[config.mk]
export PLATFORM = sky130hd
export DESIGN_NAME = alu_share_arbiter
export DESIGN_NICKNAME = d
export VERILOG_FILES = /design/src/rtl/alu_share_arbiter_pkg.sv /design/src/rtl/alu_share_arbiter_rr_pick.sv /design/src/rtl/alu_share_arbiter.sv
export SDC_FILE = /design/constraint.sdc
export NUM_CORES = 1
export LEC_CHECK = 0
export BUFFER_PORTS_ARGS = -buffer_cell sky130_fd_sc_hd__buf_2
export CAP_MARGIN = 25
export CORE_AREA = 2 2 70 85
export CTS_BUF_LIST = sky130_fd_sc_hd__clkbuf_16
export DETAILED_ROUTE_END_ITERATION = 16
export DIE_AREA = 0 0 72 87
export GPL_TIMING_DRIVEN = 0
export PLACE_DENSITY_LB_ADDON = 0.1
export REMOVE_ABC_BUFFERS = 1
export SYNTH_ARGS = -nofsm -noshare
export SYNTH_HDL_FRONTEND = slang
export SYNTH_SLANG_ARGS = --single-unit
[constraint.sdc]
create_clock -name clk -period 1.7 [get_ports clk]
set_input_delay 0.255 -clock clk [delete_from_list [all_inputs] [get_ports clk]]
set_output_delay 0.255 -clock clk [all_outputs]
set_load 0.1 [all_outputs]
[src/rtl/alu_share_arbiter_pkg.sv]
// Shared definitions for the two-port ALU arbiter: opcodes, FSM encoding, port count.
// Holds the 4-bit ALU datapath as a pure function so it is evaluated in exactly one place.
package alu_share_arbiter_pkg;

  localparam int NUM_PORTS = 2;

  localparam logic [2:0] OP_SUB = 3'b000;
  localparam logic [2:0] OP_ADD = 3'b001;
  localparam logic [2:0] OP_OR  = 3'b010;
  localparam logic [2:0] OP_AND = 3'b011;
  localparam logic [2:0] OP_SRA = 3'b100;
  localparam logic [2:0] OP_ROL = 3'b101;
  localparam logic [2:0] OP_LT  = 3'b110;
  localparam logic [2:0] OP_EQ  = 3'b111;

  typedef enum logic [1:0] {
    ST_IDLE = 2'd0,
    ST_EXEC = 2'd1,
    ST_RESP = 2'd2
  } state_t;

  // Compare ops return a 3-bit marker in the upper bits so results stay distinguishable.
  function automatic logic [3:0] alu_eval(input logic [2:0] op,
                                          input logic [3:0] rs,
                                          input logic [3:0] rt);
    logic [3:0] res;
    res = 4'h0;
    case (op)
      OP_SUB:  res = rs - rt;
      OP_ADD:  res = rs + rt;
      OP_OR:   res = rs | rt;
      OP_AND:  res = rs & rt;
      OP_SRA:  res = {rt[3], rt[3:1]};
      OP_ROL:  res = {rs[2:0], rs[3]};
      OP_LT:   res = {3'b101, (rs < rt)};
      OP_EQ:   res = {3'b111, (rs == rt)};
      default: res = 4'h0;
    endcase
    return res;
  endfunction

endpackage

[src/rtl/alu_share_arbiter_rr_pick.sv]
// Combinational 2-way round-robin picker: on a tie the port that was not granted last wins.
// Zero latency; grant_oh is zero when no port is valid.
module alu_rr_pick
  import alu_share_arbiter_pkg::*;
(
  input  logic [NUM_PORTS-1:0] valid,
  input  logic                 last_grant,
  output logic [NUM_PORTS-1:0] grant_oh,
  output logic                 grant_idx
);

  always_comb begin
    grant_idx = 1'b0;
    grant_oh  = 2'b00;
    if (valid == 2'b11) begin
      grant_idx = ~last_grant;
    end else begin
      grant_idx = valid[1];
    end
    if (valid != 2'b00) begin
      grant_oh = grant_idx ? 2'b10 : 2'b01;
    end
  end

endmodule

[src/rtl/alu_share_arbiter.sv]
// Two-port round-robin sequencer for one shared 4-bit ALU; accept -> rsp_valid one edge later, 3 cycles/op.
// Only one request in flight; req_ready stays low until the granted port takes its response.
module alu_share_arbiter
  import alu_share_arbiter_pkg::*;
#(
  parameter int RR_INIT = 0,
  parameter int CNT_W   = 8
) (
  input  logic                 clk,
  input  logic                 rst_n,
  input  logic [NUM_PORTS-1:0] req_valid,
  output logic [NUM_PORTS-1:0] req_ready,
  input  logic [5:0]           req_op,
  input  logic [7:0]           req_rs,
  input  logic [7:0]           req_rt,
  output logic [NUM_PORTS-1:0] rsp_valid,
  input  logic [NUM_PORTS-1:0] rsp_ready,
  output logic [3:0]           rsp_data,
  output logic                 busy,
  output logic [CNT_W-1:0]     op_count
);

  // Reset value makes RR_INIT the winner of the first tie.
  localparam logic LAST_INIT = (RR_INIT == 0);

  state_t               state;
  logic                 last_grant;
  logic                 grant_q;
  logic [2:0]           op_q;
  logic [3:0]           rs_q;
  logic [3:0]           rt_q;
  logic [NUM_PORTS-1:0] pick_oh;
  logic                 pick_idx;
  logic                 req_hs;
  logic [2:0]           sel_op;
  logic [3:0]           sel_rs;
  logic [3:0]           sel_rt;
  logic [3:0]           alu_res;

  alu_rr_pick u_pick (
    .valid      (req_valid),
    .last_grant (last_grant),
    .grant_oh   (pick_oh),
    .grant_idx  (pick_idx)
  );

  assign req_ready = (state == ST_IDLE) ? pick_oh : 2'b00;
  assign req_hs    = |(req_valid & req_ready);
  assign busy      = (state != ST_IDLE);

  assign sel_op = pick_idx ? req_op[5:3] : req_op[2:0];
  assign sel_rs = pick_idx ? req_rs[7:4] : req_rs[3:0];
  assign sel_rt = pick_idx ? req_rt[7:4] : req_rt[3:0];

  // The ALU only ever sees the latched operands, never the live request buses.
  assign alu_res = alu_eval(op_q, rs_q, rt_q);

  always_ff @(posedge clk or negedge rst_n) begin
    if (!rst_n) begin
      state      <= ST_IDLE;
      last_grant <= LAST_INIT;
      grant_q    <= 1'b0;
      op_q       <= 3'b000;
      rs_q       <= 4'h0;
      rt_q       <= 4'h0;
      rsp_valid  <= 2'b00;
      rsp_data   <= 4'h0;
      op_count   <= '0;
    end else begin
      case (state)
        ST_IDLE: begin
          if (req_hs) begin
            op_q       <= sel_op;
            rs_q       <= sel_rs;
            rt_q       <= sel_rt;
            grant_q    <= pick_idx;
            last_grant <= pick_idx;
            state      <= ST_EXEC;
          end
        end
        ST_EXEC: begin
          rsp_data  <= alu_res;
          rsp_valid <= grant_q ? 2'b10 : 2'b01;
          state     <= ST_RESP;
        end
        ST_RESP: begin
          if (rsp_ready[grant_q]) begin
            rsp_valid <= 2'b00;
            if (op_count != {CNT_W{1'b1}}) begin
              op_count <= op_count + CNT_W'(1);
            end
            state <= ST_IDLE;
          end
        end
        default: state <= ST_IDLE;
      endcase
    end
  end

endmodule

# After elaboration in Yosys (flattened, before gate mapping)
# Cells that the tools add are included.
# word_totals
regBits	29
latch_bits	0
ramBits	0
romBits	0
input_bits	28
output_inout_bits	17
word_cells	57
n_memories	0
# classes
add_sub_neg	3
mul	0
div_mod_pow	0
order_cmp	2
n_eq_ne	14
shift	0
n_mux	15
bitwise	4
reduce_logical	10
# ops
op	n
4-bit case mux with 8 select lines	1
3-bit equality test, second input constant	4
2-bit two-way mux	6
8-bit by 1-bit adder with 8-bit output, second input constant	1
4-bit two-way mux	2
8-bit inequality test, second input constant	1
3-bit by 2-bit equality test with 1-bit output, second input constant	2
2-bit case mux with 3 select lines	1
2-bit AND reduction	3
2-bit nonzero test	3
4-bit adder	1
4-bit bitwise AND	1
2-bit equality test, second input constant	2
4-bit equality test	1
4-bit < comparator	1
2-bit inequality test, second input constant	2
4-bit bitwise OR	1
2-bit case mux with 2 select lines	1
4-bit subtractor	1
3-bit by 1-bit equality test with 1-bit output, second input constant	1
3-bit logical NOT	1
1-bit two-way mux	3
3-bit two-way mux	1
3-bit AND reduction	1
other kinds (6)	6

# Depth between registers and ports, before layout
# depth
depth_word	9
mapped_depth	8
ltp_nobuf	8

# Cells and area by module
# A second synthesis with hierarchy kept.
# hier_totals
cells_unflattened	200
hier_area_um2	1859.3
# by_module_without_submodules
module	n_inst	cells_each	area_each_um2	seq_area_each_um2
alu_share_arbiter	1	196	1833.0	726.9
alu_rr_pick	1	4	26.3	0.0

# Worst setup path before layout
# Ideal clock, no wire load.
# synth_path
kind	register to output
from	register state[1]
to	output req_ready[0]
t_arrival_ps	2251
required_ps	1445
setup_slack_ps	-806
path_stages_with_launch	5
n_path_buf	1
path_cell_list	dfrtp_1 > nor2_1 > o21ai_1 > clkbuf_1 > nor2_1
# synth_via
elab_chain_len	2
# synth_lines
item	line	source
start: declaration	alu_share_arbiter.sv:26	state_t state;
start signal: assignment	alu_share_arbiter.sv:60	state <= ST_IDLE;
start signal: assignment	alu_share_arbiter.sv:78	state <= ST_EXEC;
start signal: assignment	alu_share_arbiter.sv:84	state <= ST_RESP;
2-bit logical NOT	alu_share_arbiter.sv:47	assign req_ready = (state == ST_IDLE) ? pick_oh : 2'b00;
2-bit two-way mux	alu_share_arbiter.sv:47	
end: declaration	alu_share_arbiter.sv:12	output logic [NUM_PORTS-1:0] req_ready,
# Every way passes these cells.

# Worst setup path in the final report
# layout_path
from	register rs_q[0]
to	register rsp_data[0]
# layout_via
elab_chain_len	2
word_cells_on_any_way	7
cone_classes	2 x add/sub; 1 x order compare; 1 x eq/ne; 1 x mux; 2 x bitwise
# layout_lines
item	line	source
start: declaration	alu_share_arbiter.sv:30	logic [3:0] rs_q;
start signal: assignment	alu_share_arbiter.sv:74	rs_q <= sel_rs;
4-bit adder, or another cell as far along	alu_share_arbiter_pkg.sv:30	OP_ADD: res = rs + rt;
4-bit case mux with 8 select lines *	alu_share_arbiter_pkg.sv:28	case (op)
end signal: assignment	alu_share_arbiter.sv:82	rsp_data <= alu_res;
end: declaration	alu_share_arbiter.sv:18	output logic [3:0] rsp_data,
# Mark *: on every way between the ends. The rest lies on a longest branch, timed or not.
# A chain may end at the register's enable or synchronous reset.

==> impl_metrics.csv <==
group,metric,value,unit
outcome,status,"finished with violations",
outcome,violations,"setup timing",
cells_and_area,seq_area,732,um2
synthesis,ys_async_sr_fraction,100,%
sta,finClkSkew,0.00427,ns
grt,grt_pass1_wl,6.95,mm
detailed_routing,drtAntennaViolNets,0,
cts,clk_pin_slew,0.05,ns
sta,setup_viol,3,
floorplanning,num_io_pins,45,
worst_setup_path,crit_path_start_kind,"flip-flop",
sta,relSlewSlack,54.8,%
cells_and_area,drive_gt1_share,39.1,%
cts,cts_max_level,2,
detailed_routing,dr.pass1.iters,4,
cells_and_area,layout_common_cells,"buf_2 (42), dfrtp_1 (24), nand2_1 (22)",
synthesis,synth_area,0.00185,mm2
worst_setup_path,path_class,"reg -> reg",
detailed_routing,via_per_inst,5.00,
synthesis,seq_area_frac_synth,39.3,%
grt,first_global_vias,1532,
cells_and_area,final_common_cell,"buf_2",
cts,ctsLongestPathBuffers,2,
cts,cts_buffers,5,
sta,fin_crit,1.79,ns
sta,holdWs,0.0268,ns
floorplanning,dieArea,0.00626,mm2
synthesis,ys_warn_count,0,
detailed_routing,drt_iter0_drc,55,
synthesis,synthFlopType,"dfrtp_1",
cells_and_area,utilization,45.8,%
sta,timing.fmax,558,MHz
worst_hold_path,min_path_type,"in -> async",
worst_setup_path,required,1.89,ns
sta,period_share,105,%
cts,cts_tree,"yes",
synthesis,avgSynthCellArea,9.45,um2
sta,fin_ws,-0.0911,ns
placed_design,pre_cts_slack,-0.301,ns
detailed_routing,vias,1585,
floorplanning,rows,30,
grt,antenna_found_initial,0,
synthesis,synth_cells,196,
placed_design,dpl-instance-area,0.00210,mm2
cts,cts_root_buf,"clkbuf_16",
cells_and_area,antenna_cells,0,
worst_setup_path,arrival,1.98,ns
cells_and_area,syn_to_final_growth,36.5,%
synthesis,synth_edf_count,0,
sta,tightest_slew,0.677,ns
floorplanning,core_area,0.00552,mm2
cells_and_area,multi_input_area,0.00114,mm2
cts,cts.sinks,29,
job,max_cap_viol_count,0,
worst_setup_path,path_cells,"inv_2 > ha_4 > inv_2 > fa_2 > nand2b_1 > a21oi_1 > or4_1 > a31oi_1",
worst_setup_path,end_kind,"flip-flop",
detailed_routing,post_drt_wl_per_cell,14.1,um
cts,clock_latency,0.27,ns
synthesis,synth_cell_types,45,
detailed_routing,wl,4.46,mm
sta,rsz0062_at_grt,"true",
floorplanning,dieHeight,87,um
sta,drv_slew,0,
synthesis,ys_seq_elements,29,
worst_setup_path,max_stage_delay,0.41,ns
cells_and_area,fillers,524,
grt,grtUsageTotal,14.2,%
floorplanning,initial_utilization,33.6,%
placed_design,numPortBuffers,44,
grt,grt_max_degree,30,
detailed_routing,route.detailed.drc,0,
placed_design,place_hpwl,3.02,mm
placed_design,gp_congestion,0.838,
grt,grt-ovfl-total,0,
worst_setup_path,cp_max_fo,2,
worst_setup_path,cp_common_cell,"inv_2",
cells_and_area,nNetsFinal,295,
floorplanning,dieWidth,72,um
sta,hold_viol_final,0,
worst_setup_path,crit_slowest_cell,"or4_1",
cts,cts_hold_buf,0,
cells_and_area,design_area,0.00253,mm2
-- cells by family after synthesis --
family                   Yosys count  synth area share, %
flip-flops                        29                 39.3
AO/OA/AOI/OAI                     46                 15.5
adder cells (fa/ha/maj)           15                 10.9
AND/OR/NAND/NOR                   54                 14.6
XOR/XNOR                           9                 4.26
buffers and inverters             28                 6.82
multiplexers                      15                 8.65
-- synthesized netlist by cell type (2+ instances only) --
| cell | n | area, um2 |
|---|---|---|
| nand2b_1 | 3 | 18.8 |
| clkbuf_1 | 3 | 11.3 |
| fa_1 | 2 | 40.0 |
| nand2_1 | 22 | 82.6 |
| buf_4 | 3 | 22.5 |
| nor2b_1 | 2 | 12.5 |
| a31oi_1 | 3 | 18.8 |
| nor2_1 | 6 | 22.5 |
| nand3_1 | 3 | 15.0 |
| o21ai_1 | 4 | 20.0 |
| inv_1 | 18 | 67.6 |
| dfrtp_1 | 28 | 701 |
| xor2_1 | 2 | 17.5 |
| nor3_1 | 2 | 10.0 |
| mux2i_1 | 13 | 130 |
| nor4_1 | 3 | 18.8 |
| o21ai_0 | 16 | 80.1 |
| o22ai_1 | 2 | 12.5 |
| a21oi_1 | 8 | 40.0 |
| nand4_1 | 5 | 31.3 |
| xnor2_1 | 7 | 61.3 |
| buf_2 | 2 | 10.0 |
| mux2_4 | 2 | 30.0 |
| and3_1 | 3 | 18.8 |
| ha_1 | 13 | 163 |
| o211ai_1 | 2 | 15.0 |
-- final timing paths --
kind | slack, ns | to | from | cells after the start
max | -0.09 | rsp_data[0] | rs_q[0] | 8
min | 0.03 | op_count[1] | rst_n | 1
max reg2reg | -0.09 | rsp_data[0] | rs_q[0] | 8
min reg2reg | 0.50 | rsp_data[2] | rsp_data[2] | 2
max in group asynchronous | 1.19 | rt_q[3] | rst_n | 1
min in group clk | 0.25 | rt_q[1] | req_rt[1] | 3
-- registers in the layout (all words and copies together) (netlist names), 2 cells and up --
signal	count
op_count	8
rs_q	4
rsp_data	4
rt_q	4
op_q	3
rsp_valid	2
state	2
-- layout make-up --
cell class | count | share of cell area (%)
Clock inverter | 3 | 1.49
Inverter | 19 | 2.92
Clock buffer | 5 | 4.95
Sequential cell | 29 | 29.0
Multi-Input combinational cell | 140 | 45.1
Timing Repair Buffer | 57 | 13.4
Tap cell | 64 | 3.17
-- per-layer routing --
metal	track usage [%]	vias to the layer above	part of all wire, %
li1	-	797	-
met4	5.66	0	1.0
met3	3.70	4	5.6
met1	16.8	726	41
met2	24.4	58	52
met5	0	-	0
-- critical path: cells and delay by family (launching register included) --
family / cells / cell delay [ns]
AOI/OAI and AO/OA: 2 / 0.24
adders and majority gates: 2 / 0.48
buffers and inverters: 2 / 0.11
DFF: 1 / 0.38
and+or+nand+nor: 2 / 0.50
-- repair_timing --
item | in CTS | in global routing
setup endpoints to repair | 6 | 7
gates cloned | 0 | 1
buffers inserted | 7 | 6
resized for setup | 23 | 23
endpoints found under the hold margin | 0 | 0
pin swaps | 6 | 7
-- stage by stage --
stage,cells,TNS [ns]
CTS,310,-0.254
global route,317,-0.583
finish,317,-0.210
global placement,295,-3.79
floorplan,187,-4.66
detailed placement,295,-1.07
Power is not shown: default switching activity piles up to over one toggle a cycle in this logic, so the estimate is an artifact.
